===== config.mk =====
export PLATFORM = sky130hd
export DESIGN_NAME = conv_row_sched
export DESIGN_NICKNAME = d
export VERILOG_FILES = /design/src/rtl/conv_sched_pkg.sv /design/src/rtl/conv_res_fifo.sv /design/src/rtl/conv_row_sched.sv
export SDC_FILE = /design/constraint.sdc
export NUM_CORES = 1
export LEC_CHECK = 0
export ABC_CLOCK_PERIOD_IN_PS = 5850
export BUFFER_PORTS_ARGS = -buffer_cell sky130_fd_sc_hd__buf_2
export CORE_MARGIN = 5
export CORE_UTILIZATION = 39
export DETAILED_ROUTE_END_ITERATION = 6
export GPL_ROUTABILITY_DRIVEN = 0
export GPL_TIMING_DRIVEN = 0
export PLACE_DENSITY_LB_ADDON = 0.15
export SLEW_MARGIN = 30
export SYNTH_ARGS = -nofsm -noshare
export SYNTH_HDL_FRONTEND = slang
export SYNTH_SLANG_ARGS = --single-unit

===== constraint.sdc =====
create_clock -name clk -period 5.85 [get_ports clk]
set_clock_uncertainty 0.15 [all_clocks]
set_input_delay 0.8775 -clock clk [delete_from_list [all_inputs] [get_ports clk]]
set_output_delay 0.8775 -clock clk [all_outputs]
set_load 0.03 [all_outputs]

===== src/rtl/conv_sched_pkg.sv =====
// Shared widths, FSM state encoding, result record and the lane clamp helper
// for the convolution row scheduler.
package conv_sched_pkg;

  localparam int LANE_W    = 12;
  localparam int LANES     = 6;
  localparam int ROW_W     = 128;
  localparam int TAP_W     = 6;
  localparam int RES_W     = LANE_W * LANES;
  localparam int RES_ROW_W = 8;

  typedef enum logic [1:0] {IDLE, ISSUE, DRAIN, DONE} state_t;

  typedef struct packed {
    logic [RES_ROW_W-1:0] row;
    logic [RES_W-1:0]     data;
  } res_t;

  // Negative two's-complement lanes are forced to zero.
  function automatic logic [RES_W-1:0] relu_lanes(input logic [RES_W-1:0] d);
    logic [RES_W-1:0] r;
    r = d;
    for (int i = 0; i < LANES; i++) begin
      if (d[i*LANE_W + LANE_W-1]) r[i*LANE_W +: LANE_W] = '0;
    end
    return r;
  endfunction

endpackage


===== src/rtl/conv_res_fifo.sv =====
// Result FIFO: flop-based storage whose head entry is read straight from a
// register; exposes occupancy so the scheduler can compute issue credit.
module conv_res_fifo #(
  parameter int W     = 80,
  parameter int DEPTH = 4,
  localparam int AW   = (DEPTH > 1) ? $clog2(DEPTH) : 1,
  localparam int CW   = $clog2(DEPTH + 1)
) (
  input  logic          clk,
  input  logic          rst_n,
  input  logic          push,
  input  logic [W-1:0]  push_data,
  input  logic          pop,
  output logic [W-1:0]  head,
  output logic          empty,
  output logic [CW-1:0] count
);

  logic [W-1:0]  mem [DEPTH];
  logic [AW-1:0] wr_ptr;
  logic [AW-1:0] rd_ptr;
  logic          full;
  logic          do_push;
  logic          do_pop;

  assign empty   = (count == '0);
  assign full    = (count == CW'(DEPTH));
  assign do_pop  = pop && !empty;
  assign do_push = push && (!full || do_pop);
  assign head    = mem[rd_ptr];

  function automatic logic [AW-1:0] ptr_inc(input logic [AW-1:0] p);
    return (p == AW'(DEPTH - 1)) ? '0 : p + 1'b1;
  endfunction

  always_ff @(posedge clk or negedge rst_n) begin
    if (!rst_n) begin
      for (int i = 0; i < DEPTH; i++) mem[i] <= '0;
      wr_ptr <= '0;
      rd_ptr <= '0;
      count  <= '0;
    end else begin
      if (do_push) begin
        mem[wr_ptr] <= push_data;
        wr_ptr      <= ptr_inc(wr_ptr);
      end
      if (do_pop) rd_ptr <= ptr_inc(rd_ptr);
      count <= count + CW'(do_push) - CW'(do_pop);
    end
  end

  // The scheduler's credit scheme must never offer a write the FIFO cannot take.
  a_no_overflow: assert property (@(posedge clk) disable iff (!rst_n) !(push && !do_push));

endmodule


===== src/rtl/conv_row_sched.sv =====
// Row scheduler for the 8-pixel x 3-tap convolution array: credit-limited row
// issue, latency tracking and result buffering. Define CONV_SCHED_RELU_EN to clamp negative lanes.
module conv_row_sched
  import conv_sched_pkg::*;
#(
  parameter int NUM_ROWS   = 8,
  parameter int ADDR_W     = 8,
  parameter int PE_LATENCY = 2,
  parameter int FIFO_DEPTH = 4
) (
  input  logic                 clk,
  input  logic                 rst_n,
  input  logic                 start,
  input  logic [3*TAP_W-1:0]   filter_in,
  output logic                 busy,
  output logic                 done,
  output logic                 rd_req,
  output logic [ADDR_W-1:0]    rd_addr,
  input  logic [ROW_W-1:0]     rd_data,
  output logic [ROW_W-1:0]     pe_in,
  output logic [3*TAP_W-1:0]   pe_filter,
  input  logic [RES_W-1:0]     pe_out,
  output logic                 res_valid,
  input  logic                 res_ready,
  output logic [RES_W-1:0]     res_data,
  output logic [ADDR_W-1:0]    res_row
);

  localparam int CW = $clog2(FIFO_DEPTH + 1);
  localparam int SW = CW + 1;
  localparam int IW = $clog2(NUM_ROWS + 1);
  localparam int FW = ADDR_W + RES_W;

  state_t                             state;
  state_t                             state_next;
  logic [IW-1:0]                      issue_cnt;
  logic [CW-1:0]                      in_flight;
  logic [CW-1:0]                      occ;
  logic                               req_d;
  logic [ADDR_W-1:0]                  req_row;
  logic [PE_LATENCY-1:0]              tag_v;
  logic [PE_LATENCY-1:0][ADDR_W-1:0]  tag_row;
  logic                               push;
  logic                               pop;
  logic                               fifo_empty;
  logic                               rows_left;
  logic                               credit_ok;
  logic [RES_W-1:0]                   lanes;
  logic [FW-1:0]                      head;

  assign rows_left = (issue_cnt < IW'(NUM_ROWS));
  // A pop this cycle frees its slot for a row issued this cycle.
  assign credit_ok = (SW'(occ) + SW'(in_flight)) < (SW'(FIFO_DEPTH) + SW'(pop));
  assign push      = tag_v[PE_LATENCY-1];
  assign pop       = res_valid && res_ready;
  assign rd_addr   = ADDR_W'(issue_cnt);

  always_ff @(posedge clk or negedge rst_n) begin
    if (!rst_n) state <= IDLE;
    else        state <= state_next;
  end

  always_comb begin
    state_next = state;
    case (state)
      IDLE:    if (start) state_next = ISSUE;
      ISSUE:   if (rd_req && issue_cnt == IW'(NUM_ROWS - 1)) state_next = DRAIN;
      DRAIN:   if (in_flight == '0 && (occ == '0 || (occ == CW'(1) && pop))) state_next = DONE;
      DONE:    state_next = IDLE;
      default: state_next = IDLE;
    endcase
  end

  always_comb begin
    busy   = (state == ISSUE) || (state == DRAIN);
    done   = (state == DONE);
    rd_req = (state == ISSUE) && rows_left && credit_ok;
  end

  always_ff @(posedge clk or negedge rst_n) begin
    if (!rst_n) begin
      issue_cnt <= '0;
      in_flight <= '0;
      pe_filter <= '0;
      pe_in     <= '0;
      req_d     <= 1'b0;
      req_row   <= '0;
      tag_v     <= '0;
      tag_row   <= '0;
    end else begin
      if (state == IDLE && start) begin
        pe_filter <= filter_in;
        issue_cnt <= '0;
      end else if (rd_req) begin
        issue_cnt <= issue_cnt + 1'b1;
      end
      in_flight <= in_flight + CW'(rd_req) - CW'(push);
      req_d     <= rd_req;
      req_row   <= rd_addr;
      if (req_d) pe_in <= rd_data;
      // Tag moves alongside the row through the array pipeline.
      tag_v[0]   <= req_d;
      tag_row[0] <= req_row;
      for (int i = 1; i < PE_LATENCY; i++) begin
        tag_v[i]   <= tag_v[i-1];
        tag_row[i] <= tag_row[i-1];
      end
    end
  end

`ifdef CONV_SCHED_RELU_EN
  assign lanes = relu_lanes(pe_out);
`else
  assign lanes = pe_out;
`endif

  conv_res_fifo #(
    .W     (FW),
    .DEPTH (FIFO_DEPTH)
  ) u_fifo (
    .clk       (clk),
    .rst_n     (rst_n),
    .push      (push),
    .push_data ({tag_row[PE_LATENCY-1], lanes}),
    .pop       (res_ready),
    .head      (head),
    .empty     (fifo_empty),
    .count     (occ)
  );

  assign res_valid = !fifo_empty;
  assign res_data  = head[RES_W-1:0];
  assign res_row   = head[FW-1 -: ADDR_W];

endmodule

==> flow_summary.ini <==
[layout]
fin_nets = 1926
final_util_pct = 49.3
area.growth.synth_to_final_pct = 24.9
multi_input_area_sq_um = 8060
ff_latch_area_sq_um = 12000
fill_cells = 4561
layout-drive-gt1-share_pct = 65.4

[setup_path]
crit_type = reg2out
worstRegToRegCells = 9
rr_startpoint = u_fifo.count[0]$_DFF_PN0_
timing.critical_path.fanout_max = 10
crit_arrival_ps = 3160
required_ps = 4820
start_kind = flop
rrSetupSlack_ps = 3010
critPathLaunch = u_fifo.rd_ptr[1]$_DFFE_PN0N_
rr_endpoint = in_flight[2]$_DFF_PN0_
critPathCaptureType = primary output
cp_cell_sequence = clkbuf_1 > buf_2 > clkbuf_1 > mux4_2 > buf_2
critical_path.endpoint = res_data[18]
critical-path-max-stage-delay_ps = 670
cpMaxStageDelayCell = clkbuf_1

[logic_synthesis]
synth.distinct_cells = 37
yosys_warnings = 0
syn-mean-instance-area_sq_um = 17.9
synth-seq-cells = 481
netlist_area_sq_um = 20800
synth_cells = 1164
seq_area_frac_synth_pct = 57.8

[routing]
viasPerCell = 4.91
wire_per_inst_um = 21.7
ant_nets = 0
first_pass_iters = 4
vias = 11900
first_iter_violations = 475
drc_errors = 0
totalWireLength_mm = 52.6

[global_route]
grt_max_degree = 85
antenna_found_initial = 15
grt_use_total_pct = 18.1
grt_pass1_vias = 13500
grt_pass1_wl_mm = 81.4
overflow = 0

[sta]
fin_crit_sh_pct = 71.5
fin_ws_ps = 1670
min_period_ps = 4180
max_freq_ghz = 0.239
report.final.hold_viol_count = 0
relSlewSlack_pct = 45.0
rsz0062_at_grt = no
worst_hold_slack_ps = 107
maxSlewViolCount = 0
setup-tns-final_ps = 0
tightest_slew_ps = 825
setup_viol = 0

[clock_tree]
postCtsSetupBuffers = 0
h-tree-depth = 2
clock-root-buffer = clkbuf_16
post_cts_resized = 0
path_clk_slew_ps = 60
cts_made_buffers = 54
clock_latency_ps = 590
cts.path.max_buffers = 3
postCtsHoldBufs = 0
cts_tree = yes
cts_sinks = 481

[pwr]
ir_drop_mv = 0.320
finalPower_w = 0.0166
powerDensity_nw_per_um2 = 639
leakagePower_nw = 12.7

[placement]
place_hpwl_mm = 38.0
io_buffers = 451
place_ws_ps = 2120

[floorplan]
rows = 84
die_w_um = 241
die-area_sq_um = 58100
coreArea_sq_um = 52800
die_h_um = 241
initial_core_util_pct = 39.5
io_pins = 460

[worst_hold_path]
hold_class = in2async

[outcome]
status = complete, no violations

[run]
cap_violations = 0
power by group:
group	internal [W]	switching [W]
sequential	0.00491	0.000813
clock	0.00218	0.00137
combinational	0.00325	0.00410
total	0.0103	0.00628
flip-flops by register name, summed over array words and instances, names as in the netlist:
signal	flops
u_fifo.count	3
u_fifo.wr_ptr	2
u_fifo.rd_ptr	2
tag_row	8
in_flight	3
pe_in	128
req_row	4
state	2
u_fifo.mem	304
tag_v	2
issue_cnt	4
pe_filter	18
req_d	1
Yosys cell counts, drive strengths merged:
cell | number | area share [%]
and3 | 1 | 0.030
nand3 | 1 | 0.024
a221o | 1 | 0.048
a211oi | 1 | 0.060
mux4 | 76 | 8.2
nand4 | 2 | 0.060
conb | 1 | 0.018
xnor2 | 5 | 0.21
o21ai | 3 | 0.072
nor2 | 4 | 0.072
a21oi | 3 | 0.072
a21o | 2 | 0.072
a31o | 1 | 0.042
clkbuf | 24 | 0.43
a41oi | 1 | 0.042
mux2 | 452 | 27
o211ai | 1 | 0.036
buf | 52 | 2.9
or3 | 1 | 0.054
nand2 | 9 | 0.47
o41a | 1 | 0.054
ha | 18 | 1.1
xor2 | 2 | 0.084
dfrtp | 481 | 58
nor3 | 2 | 0.048
nor2b | 1 | 0.030
inv | 14 | 0.25
mux2i | 1 | 0.048
fa | 3 | 0.29
worst max-delay path: cells and delay by family (launching register included):
kind,cells,cell delay (ps)
multiplexers,1,450
flip-flops,1,350
buffers and inverters,4,1760
cell type report:
class,count,share of cell area (%)
inverters,14,0.202
plain buffers,76,2.71
repair buffers,456,9.24
clock inverters,19,1.15
well taps,688,3.31
flip-flops and latches,481,46.3
clock buffers,78,6.08
multi-input cells,600,31.0
diodes,7,0.0673
how the worst min path moves through the flow:
stage | start | to | slack, ps | depth (start not counted)
final | rst_n | u_fifo.mem[216]$_DFFE_PN0P_ | 110 | 1
after CTS | rst_n | u_fifo.mem[218]$_DFFE_PN0P_ | 120 | 1
after global placement | req_row[0]$_DFF_PN0_ | tag_row[0]$_DFF_PN0_ | 180 | 0
after floorplan | req_row[0]$_DFF_PN0_ | tag_row[0]$_DFF_PN0_ | 180 | 0
after global routing | rst_n | u_fifo.mem[296]$_DFFE_PN0P_ | 140 | 1
after detailed placement | tag_row[1]$_DFF_PN0_ | tag_row[9]$_DFF_PN0_ | 180 | 0
kinds of logic after synthesis:
| logic type | after synthesis | share of synthesized area (%) |
|---|---|---|
| XOR/XNOR | 7 | 0.294 |
| AND/OR/NAND/NOR | 21 | 0.793 |
| AO/OA/AOI/OAI | 14 | 0.499 |
| multiplexers | 529 | 35.6 |
| adder cells (fa/ha/maj) | 21 | 1.37 |
| buffers and inverters | 90 | 3.63 |
| other | 1 | 0.0180 |
| flip-flops | 481 | 57.8 |
cells in the final DEF (no fill, tap or decap), drive strengths merged, types with 2 or more instances in the layout:
| cell type | count |
|---|---|
| inv | 14 |
| mux4 | 76 |
| clkinv | 11 |
| nand2 | 9 |
| diode | 7 |
| mux2 | 452 |
| bufinv | 7 |
| nand4 | 2 |
| dfrtp | 481 |
| conb | 8 |
| clkbuf | 102 |
| buf | 508 |
| fa | 3 |
| xor2 | 2 |
| nor2 | 4 |
| a21oi | 3 |
| ha | 18 |
| o21ai | 3 |
| nor3 | 2 |
| a21o | 2 |
| xnor2 | 5 |
layer usage:
layer | vias to the layer above | routed length [um] | GRT usage [%]
met5 | - | 46 | 0
li1 | 5283 | - | -
met2 | 340 | 26300 | 30.3
met4 | 8 | 1470 | 5.76
met3 | 108 | 4010 | 6.21
met1 | 6145 | 20700 | 22.1
metrics by stage:
| stage | instance area, sq um | cells |
|---|---|---|
| global placement | 24000 | 2310 |
| global route | 26000 | 2413 |
| finish | 26000 | 2419 |
| detailed placement | 24100 | 2315 |
| CTS | 26000 | 2412 |
| floorplan | 20900 | 1171 |
Note: power is estimated with default switching activity, not from simulation.
